## config.mk

```make
export PLATFORM = sky130hd
export DESIGN_NAME = tick_scheduler
export DESIGN_NICKNAME = d
export VERILOG_FILES = /design/src/rtl/tick_scheduler_pkg.sv /design/src/rtl/tick_chan.sv /design/src/rtl/tick_scheduler.sv
export SDC_FILE = /design/constraint.sdc
export NUM_CORES = 1
export LEC_CHECK = 0
export BUFFER_PORTS_ARGS = -buffer_cell sky130_fd_sc_hd__buf_4
export CORE_MARGIN = 2
export CORE_UTILIZATION = 55
export CTS_BUF_LIST = sky130_fd_sc_hd__clkbuf_8 sky130_fd_sc_hd__clkbuf_16
export DETAILED_ROUTE_END_ITERATION = 10
export PLACE_DENSITY = 0.76
export SYNTH_ARGS = -nofsm -noshare
export SYNTH_HDL_FRONTEND = slang
export SYNTH_SLANG_ARGS = --single-unit
export TNS_END_PERCENT = 20
```

## constraint.sdc

```tcl
create_clock -name clk -period 7.96 [get_ports clk]
set_input_delay 0.796 -clock clk [delete_from_list [all_inputs] [get_ports clk]]
set_output_delay 0.796 -clock clk [all_outputs]
set_load 0.02 [all_outputs]
```

## src/rtl/tick_scheduler_pkg.sv

```systemverilog
`default_nettype none
//------------------------------------------------------------------------------
// Module  : tick_scheduler_pkg
// Brief   : Shared FSM state encoding and channel index constants for the
//           tick scheduler.
// Rev     : 1.0  initial release
//------------------------------------------------------------------------------
package tick_scheduler_pkg;

  typedef enum logic [1:0] {
    ST_STOP = 2'd0,
    ST_RUN  = 2'd1,
    ST_SYNC = 2'd2
  } state_t;

  // Channel roles in the default three-channel build
  localparam int c_CH_PIXEL  = 0;
  localparam int c_CH_SEG7   = 1;
  localparam int c_CH_RENDER = 2;

endpackage : tick_scheduler_pkg
`default_nettype wire

```

## src/rtl/tick_chan.sv

```systemverilog
`default_nettype none
//------------------------------------------------------------------------------
// Module  : tick_chan
// Brief   : One tick channel: period counter, active divisor, pending divisor
//           and registered tick strobe. A pending divisor is only swapped in at
//           a period boundary so no truncated or stretched period is emitted.
// Rev     : 1.0  initial release
//------------------------------------------------------------------------------
module tick_chan
  import tick_scheduler_pkg::*;
#(
  parameter int            CW      = 21,
  parameter logic [CW-1:0] RST_DIV = '0
) (
  input  logic          clk,
  input  logic          clr,
  input  state_t        i_state,
  input  logic          i_zero_req,   // sync request seen while stopped
  input  logic          i_load,       // accepted divisor for this channel
  input  logic [CW-1:0] i_load_div,
  output logic          o_tick,       // raw registered strobe, gated by top
  output logic          o_pending
);

  logic [CW-1:0] r_cnt;
  logic [CW-1:0] r_div;
  logic [CW-1:0] r_pend_div;
  logic          r_pend_v;
  logic          r_tick;

  logic          w_active;
  logic          w_wrap;
  logic          w_zero;

  // A zero divisor disables the channel; it then sits permanently at a
  // boundary so a pending divisor can still be taken up.
  assign w_active = (r_div != '0);
  assign w_wrap   = !w_active || (r_cnt == (r_div - {{(CW-1){1'b0}}, 1'b1}));
  assign w_zero   = (i_state == ST_SYNC) || ((i_state == ST_STOP) && i_zero_req);

  // Counter, divisor swap, pending capture and tick generation
  always_ff @(posedge clk or posedge clr) begin
    if (clr) begin
      r_cnt      <= '0;
      r_div      <= RST_DIV;
      r_pend_div <= '0;
      r_pend_v   <= 1'b0;
      r_tick     <= 1'b0;
    end else begin
      r_tick <= 1'b0;
      // Loads only arrive when nothing is pending, so they never collide
      // with the apply paths below.
      if (i_load) begin
        r_pend_v   <= 1'b1;
        r_pend_div <= i_load_div;
      end
      if (w_zero) begin
        r_cnt <= '0;
        if (r_pend_v) begin
          r_div    <= r_pend_div;
          r_pend_v <= 1'b0;
        end
      end else if (i_state == ST_RUN) begin
        if (w_wrap) begin
          r_tick <= w_active;
          r_cnt  <= '0;
          if (r_pend_v) begin
            r_div    <= r_pend_div;
            r_pend_v <= 1'b0;
          end
        end else begin
          r_cnt <= r_cnt + {{(CW-1){1'b0}}, 1'b1};
        end
      end else if (r_pend_v) begin
        // Stopped: no period in flight, so apply at once from a clean count
        r_div    <= r_pend_div;
        r_pend_v <= 1'b0;
        r_cnt    <= '0;
      end
    end
  end

  assign o_tick    = r_tick;
  assign o_pending = r_pend_v;

endmodule : tick_chan
`default_nettype wire

```

## src/rtl/tick_scheduler.sv

```systemverilog
`default_nettype none
//------------------------------------------------------------------------------
// Module  : tick_scheduler
// Brief   : Multi-channel clock-enable generator with STOP/RUN/SYNC control
//           and a ready/valid divisor update port. No derived clocks: every
//           consumer uses tick[i] as an enable on clk.
// Rev     : 1.0  initial release
//------------------------------------------------------------------------------
module tick_scheduler
  import tick_scheduler_pkg::*;
#(
  parameter int NCH  = 3,
  parameter int CW   = 21,
  parameter int DIV0 = 4,
  parameter int DIV1 = 131072,
  parameter int DIV2 = 2048
) (
  input  logic           clk,
  input  logic           clr,
  input  logic           start,
  input  logic           stop,
  input  logic           sync,
  input  logic           cfg_valid,
  output logic           cfg_ready,
  input  logic [1:0]     cfg_chan,
  input  logic [CW-1:0]  cfg_div,
  output logic [NCH-1:0] tick,
  output logic           running
);

  state_t           r_state;
  logic             r_running;
  logic [NCH-1:0]   w_tick_raw;
  logic [NCH-1:0]   w_pend;
  logic             w_accept;

  assign cfg_ready = ~|w_pend;
  assign w_accept  = cfg_valid && cfg_ready;

  // Control FSM; stop outranks start and sync
  always_ff @(posedge clk or posedge clr) begin
    if (clr) begin
      r_state   <= ST_STOP;
      r_running <= 1'b0;
    end else begin
      case (r_state)
        ST_STOP: begin
          if (start && !stop) begin
            r_state   <= ST_RUN;
            r_running <= 1'b1;
          end
        end
        ST_RUN: begin
          if (stop) begin
            r_state   <= ST_STOP;
            r_running <= 1'b0;
          end else if (sync) begin
            r_state   <= ST_SYNC;
            r_running <= 1'b1;
          end
        end
        ST_SYNC: begin
          r_state   <= ST_RUN;
          r_running <= 1'b1;
        end
        default: begin
          r_state   <= ST_STOP;
          r_running <= 1'b0;
        end
      endcase
    end
  end

  // One channel per tick output; channel index beyond NCH-1 matches nothing,
  // so such updates are accepted and dropped.
  for (genvar i = 0; i < NCH; i++) begin : g_chan
    localparam int c_RST = (i == c_CH_PIXEL)  ? DIV0 :
                           (i == c_CH_SEG7)   ? DIV1 :
                           (i == c_CH_RENDER) ? DIV2 : 0;
    logic w_load;
    assign w_load = w_accept && (int'(cfg_chan) == i);

    tick_chan #(
      .CW      (CW),
      .RST_DIV (CW'(c_RST))
    ) u_chan (
      .clk        (clk),
      .clr        (clr),
      .i_state    (r_state),
      .i_zero_req (sync),
      .i_load     (w_load),
      .i_load_div (cfg_div),
      .o_tick     (w_tick_raw[i]),
      .o_pending  (w_pend[i])
    );
  end

  // A strobe registered on the last RUN cycle must not leak into STOP/SYNC
  assign tick    = w_tick_raw & {NCH{r_state == ST_RUN}};
  assign running = r_running;

endmodule : tick_scheduler
`default_nettype wire

```

# ---- Word-level counts from Yosys, hierarchy flattened
# Index checks and enable logic that the tools add are counted.
dict set report totals {
  input_bits 29
  out_inout_bits 5
  ramBits 0
  memories 0
  rom_bits 0
  regBits 198
  elab_cells 117
  latch_bits 0
}
dict set report classes {
  mux 56
  magnitude_cmp 0
  multipliers 0
  bitwise_logic 1
  n_addsub 6
  eq_ne 12
  shift 0
  reduce_logical 25
  div_mod_pow 0
}
# op n
set op_table {}
lappend op_table {{21-bit 2-to-1 mux} 24}
lappend op_table {{21-bit by 1-bit adder with 21-bit output (second input constant)} 3}
lappend op_table {{21-bit == test} 3}
lappend op_table {{21-bit nonzero test} 3}
lappend op_table {{21-bit by 1-bit subtractor with 21-bit output (second input constant)} 3}
lappend op_table {{1-bit 2-to-1 mux} 27}
lappend op_table {{3-bit by 1-bit != test with 1-bit output (second input constant)} 3}
lappend op_table {{3-bit nonzero test} 3}
lappend op_table {{2-bit == test (second input constant)} 3}
lappend op_table {{1-bit logical AND} 6}
lappend op_table {{2-bit 2-to-1 mux} 3}
lappend op_table {{2-bit case mux with 3 select lines} 1}
lappend op_table {{1-bit logical NOT} 5}
lappend op_table {{2-bit logical NOT} 2}
lappend op_table {{1-bit logical OR} 4}
lappend op_table {{3-bit AND} 1}
lappend op_table {{3-bit != test (second input constant)} 1}
lappend op_table {{1-bit case mux with 3 select lines} 1}
lappend op_table {{3-bit OR reduction} 1}
lappend op_table {{2-bit by 1-bit == test with 1-bit output (second input constant)} 1}
lappend op_table {{2-bit != test (second input constant)} 1}
lappend op_table {{2-bit AND reduction} 1}

# ---- Logic depth before layout (Yosys ltp)
dict set report depth {
  ltp_word 9
  mapped_depth 12
  ltp_nobuf 9
}

# ---- Cells and area by module
# From an unflattened synthesis, not the netlist that was laid out.
dict set report hier_totals {
  cells_unflattened 1101
  area_unflattened_um2 11543.6
}
# mod seq_area_each_um2 area_each_um2 cells_per_inst instances
set modules_own_cells {}
lappend modules_own_cells {{tick_chan (g_chan[0].u_chan ...)} 1627.8 3751.1 350 2}
lappend modules_own_cells {{tick_chan (g_chan[2].u_chan)} 1627.8 3833.7 377 1}
lappend modules_own_cells {tick_scheduler 75.1 207.7 24 1}

# ---- Worst setup path before layout
# OpenSTA, ideal clock, no wires.
dict set report synth_timing {
  path_kind {reg-to-reg}
  start {register g_chan[1].u_chan.r_div[10]}
  end {register g_chan[1].u_chan.r_cnt[3]}
  setup_ns 0.132
  required_time_ns 7.828
  stages_incl_launch_ff 10
  path_buffers 2
  arrival_time_ns 2.886
  period_less_slack_ns 3.019
  slack_ns 4.941
  path_cell_list {dfrtp_1 -> clkbuf_1 -> or4_1 -> nor4_1 -> nand2_1 -> xor2_1 -> nand3_1 -> o31ai_2 -> buf_4 -> o211ai_1}
}
dict set report synth_via {
  elab_chain_len 6
  elab_cells_between_ends 8
  classes_between {1 x add/sub; 1 x eq/ne; 3 x mux; 3 x reduce/logical}
}
# element line
set synth_lines {}
lappend synth_lines {{start: declaration} tick_chan.sv:26} ;# logic [CW-1:0] r_div;
lappend synth_lines {{start signal: assignment} tick_chan.sv:60} ;# r_div <= r_pend_div;
lappend synth_lines {{start signal: assignment} tick_chan.sv:68} ;# r_div <= r_pend_div;
lappend synth_lines {{start signal: assignment} tick_chan.sv:76} ;# r_div <= r_pend_div;
lappend synth_lines {{21-bit by 1-bit subtractor with 21-bit output / 21-bit nonzero test (equally long branches)} {tick_chan.sv:38, tick_chan.sv:37}}
lappend synth_lines {{21-bit == test / 1-bit logical NOT (equally long branches)} tick_chan.sv:38} ;# assign w_wrap = !w_active || (r_cnt == (r_div - {{(CW-1){1'b0}}, 1'b1}));
lappend synth_lines {{1-bit logical OR (*)} tick_chan.sv:38}
lappend synth_lines {{21-bit 2-to-1 mux (*)} tick_chan.sv:64} ;# if (w_wrap) begin
lappend synth_lines {{21-bit 2-to-1 mux (*)} tick_chan.sv:63} ;# end else if (i_state == ST_RUN) begin
lappend synth_lines {{21-bit 2-to-1 mux (*)} tick_chan.sv:57} ;# if (w_zero) begin
lappend synth_lines {{end signal: assignment} tick_chan.sv:72} ;# r_cnt <= r_cnt + {{(CW-1){1'b0}}, 1'b1};
lappend synth_lines {{end: declaration} tick_chan.sv:25} ;# logic [CW-1:0] r_cnt;
# Mark *: on every way between the ends. The rest lies on a longest branch, timed or not.
# A chain may end at the register's enable or synchronous reset.

# ---- Final worst setup path
dict set report layout_timing {
  start {register g_chan[1].u_chan.r_div[11]}
  end {register g_chan[1].u_chan.r_cnt[2]}
}
# Same word-level chain as after synthesis.

==> results.ini <==
[yosys]
syn_nets=1596
synth_seq_cells=198
synth_top_area_cell=dfrtp_1
yosysMostFrequentCell=dfrtp_1
synth_area_um2=13540
synth-main-ff-cell=dfrtp_1
synthCells=1558
synth_top_area_share_pct=36.03
yosys-top-cells-count=dfrtp_1, nand2_1, clkbuf_1, nand3_1
syn_avg_cell_area_um2=8.693
yosysWarnings=0
synth.area.top_cells=dfrtp_1, mux2_2, nand2_1
synth_edf_count=0
yosysSeqAreaShare_pct=36.61
synthArstFlopShare_pct=100.0
synth_cell_types=85

[outcome]
status=complete, no violations

[routing]
drt-initial-drc-count=1300
wire_per_inst_um=19.30
routed_wl_um=35130
drt_first_pass_iters=5
vias=12190
drtAntennaViolNets=0
post-route-drc-count=0
viasPerCell=6.697

[clocking]
cts_buffers=17
cts_tree=done
postCtsSetupRepairBufs=0
cts.htree.levels=4
cts.clk_slew.worst_paths_ps=80
clockBufferDepth=2
cts_sinks=198
clk_latency_ps=450
cts_resized=0
cts_root_buf=clkbuf_16
hold_buffers=0

[pwr]
irDropWorstVdd_v=0.0001240
power_leakage_uw=0.005383
p_total_uw=3002
powerDensity_nw_per_um2=208.1

[final_layout]
drive_above_1_share_pct=13.24
syn_to_final_growth_pct=6.522
layout.nets=1521
diodes=0

[timing]
worst_pin_slew_ps=1062
clock_skew_ps=18.28
rsz0062_at_grt=no
setup_violations=0
hold_viol_final=0
max_freq_ghz=0.2310
period_minus_slack_ps=4330
setup-tns-final_ps=0
fin_crit_sh_pct=54.39
drv_slew=0
relSlewSlack_pct=29.01

[floorplanning]
start_util_pct=55.86
die_area_um2=25900
die_x_um=160.9
core.rowCount=57
coreArea_um2=24250
io_pins=34
dieHeight_um=160.9

[placed_design]
gp_congestion=0.8929
hpwl_um=23740
io_buffers=33

[global_route]
grt_usage_pct=27.62
grt_pass1_vias=11450
grt_max_degree=149
antenna_found_initial=0
grt_first_pass_wirelength_um=58890
grt_overflow=0

[worst_setup_path]
crit_type=reg -> reg
arrival_ps=4640
required_ps=8270
start_kind=flop
path_max_fanout=13
endpoint_kind=flop

[min_path]
hold_class=reg -> reg

[run]
timing.max_cap.violations=0

layout make-up:
class,count,area (um2)
repair buffers,54,405.4
fillers,2042,9821
clock inverters,15,196.4
flip-flops and latches,198,4959
well taps,324,405.4
multi-input cells,1147,7785
inverters,65,251.5
clock buffers,17,425.4
path summary, 6_finish.rpt:
check | start | endpoint | slack, ps | cells past startpoint
max | g_chan[1].u_chan.r_div[11] | g_chan[1].u_chan.r_cnt[2] | 3630 | 8
min | g_chan[2].u_chan.r_pend_div[3] | g_chan[2].u_chan.r_pend_div[3] | 510 | 1
max reg2reg | g_chan[1].u_chan.r_div[11] | g_chan[1].u_chan.r_cnt[2] | 3630 | 8
min reg2reg | g_chan[2].u_chan.r_pend_div[3] | g_chan[2].u_chan.r_pend_div[3] | 510 | 1
max in group asynchronous | clr | g_chan[0].u_chan.r_div[16] | 6050 | 3
min in group asynchronous | clr | g_chan[2].u_chan.o_tick | 610 | 2
sequential cells by signal, summed over array words and instances, names as in the netlist:
| register | flops |
|---|---|
| g_chan.u_chan.o_pending | 3 |
| g_chan.u_chan.o_tick | 3 |
| g_chan.u_chan.r_cnt | 63 |
| g_chan.u_chan.r_div | 63 |
| g_chan.u_chan.r_pend_div | 63 |
| r_state | 2 |
| running | 1 |
metal layers:
| metal | share of wire, % | routed length (um) | track usage, % | up-vias |
|---|---|---|---|---|
| met5 | 0 | 0 | 0 | - |
| met4 | 1.7 | 604 | 7.508 | 0 |
| met3 | 5.7 | 2004 | 4.649 | 48 |
| met2 | 47 | 16650 | 44.21 | 393 |
| met1 | 45 | 15870 | 38.99 | 6004 |
| li1 | - | - | - | 5743 |
layout by cell type, fill, tap and decap left out, types with 16 or more instances in the layout:
master,count
nand4_1,28
a21oi_1,34
or4_1,16
o22ai_1,48
xnor2_1,48
nor2_1,49
o311ai_0,39
clkbuf_16,17
a31oi_1,62
o211ai_1,22
buf_4,54
nor4_1,31
and3_1,22
and2_1,46
nor3_1,38
inv_1,63
a221oi_1,25
dfrtp_1,195
nand3_1,81
xor2_1,36
o2bb2ai_1,18
nand2_1,191
o311ai_1,32
o21ai_0,21
o31ai_1,25
mux2_2,64
critical path, stage by stage, from the launching register on:
cell and delay (ps):
dfrtp_1 480, or4_1 620, nor4_1 690, nand2_1 210, xor2_1 870, nand3_1 230
o31ai_2 670, buf_4 310, o311ai_0 120
stage by stage:
| step | setup slack [ps] | instance area (um2) | util [%] | std cells | hold slack (ps) |
|---|---|---|---|---|---|
| 5_1_grt | 3239 | 14430 | 59.50 | 1820 | 521.6 |
| 6_report | 3630 | 14430 | 59.50 | 1820 | 512.7 |
| 3_3_place_gp | 3837 | 13810 | 56.94 | 1788 | 486.2 |
| 3_5_place_dp | 3712 | 13810 | 56.94 | 1788 | 493.0 |
| 2_1_floorplan | 1772 | 13540 | - | 1558 | 479.2 |
| 4_1_cts | 3688 | 14430 | 59.50 | 1820 | 511.8 |
cell families (layout without fill, tap and decap cells):
family | after synthesis | in the layout | share of synthesized area [%]
AOI/OAI and AO/OA | 419 | 419 | 23.69
xor gates and xnor gates | 85 | 85 | 5.607
adders and majority gates | 9 | 9 | 0.8314
buffers and inverters | 213 | 151 | 6.152
DFF | 198 | 198 | 36.61
muxes | 65 | 65 | 5.395
and+or+nand+nor | 569 | 569 | 21.72
report_power, final:
part,switching (uW),internal [uW],total [uW]
clock network,474,434,909
registers,220,1180,1400
logic,372,324,696
Note: power is estimated with default switching activity, not from simulation.
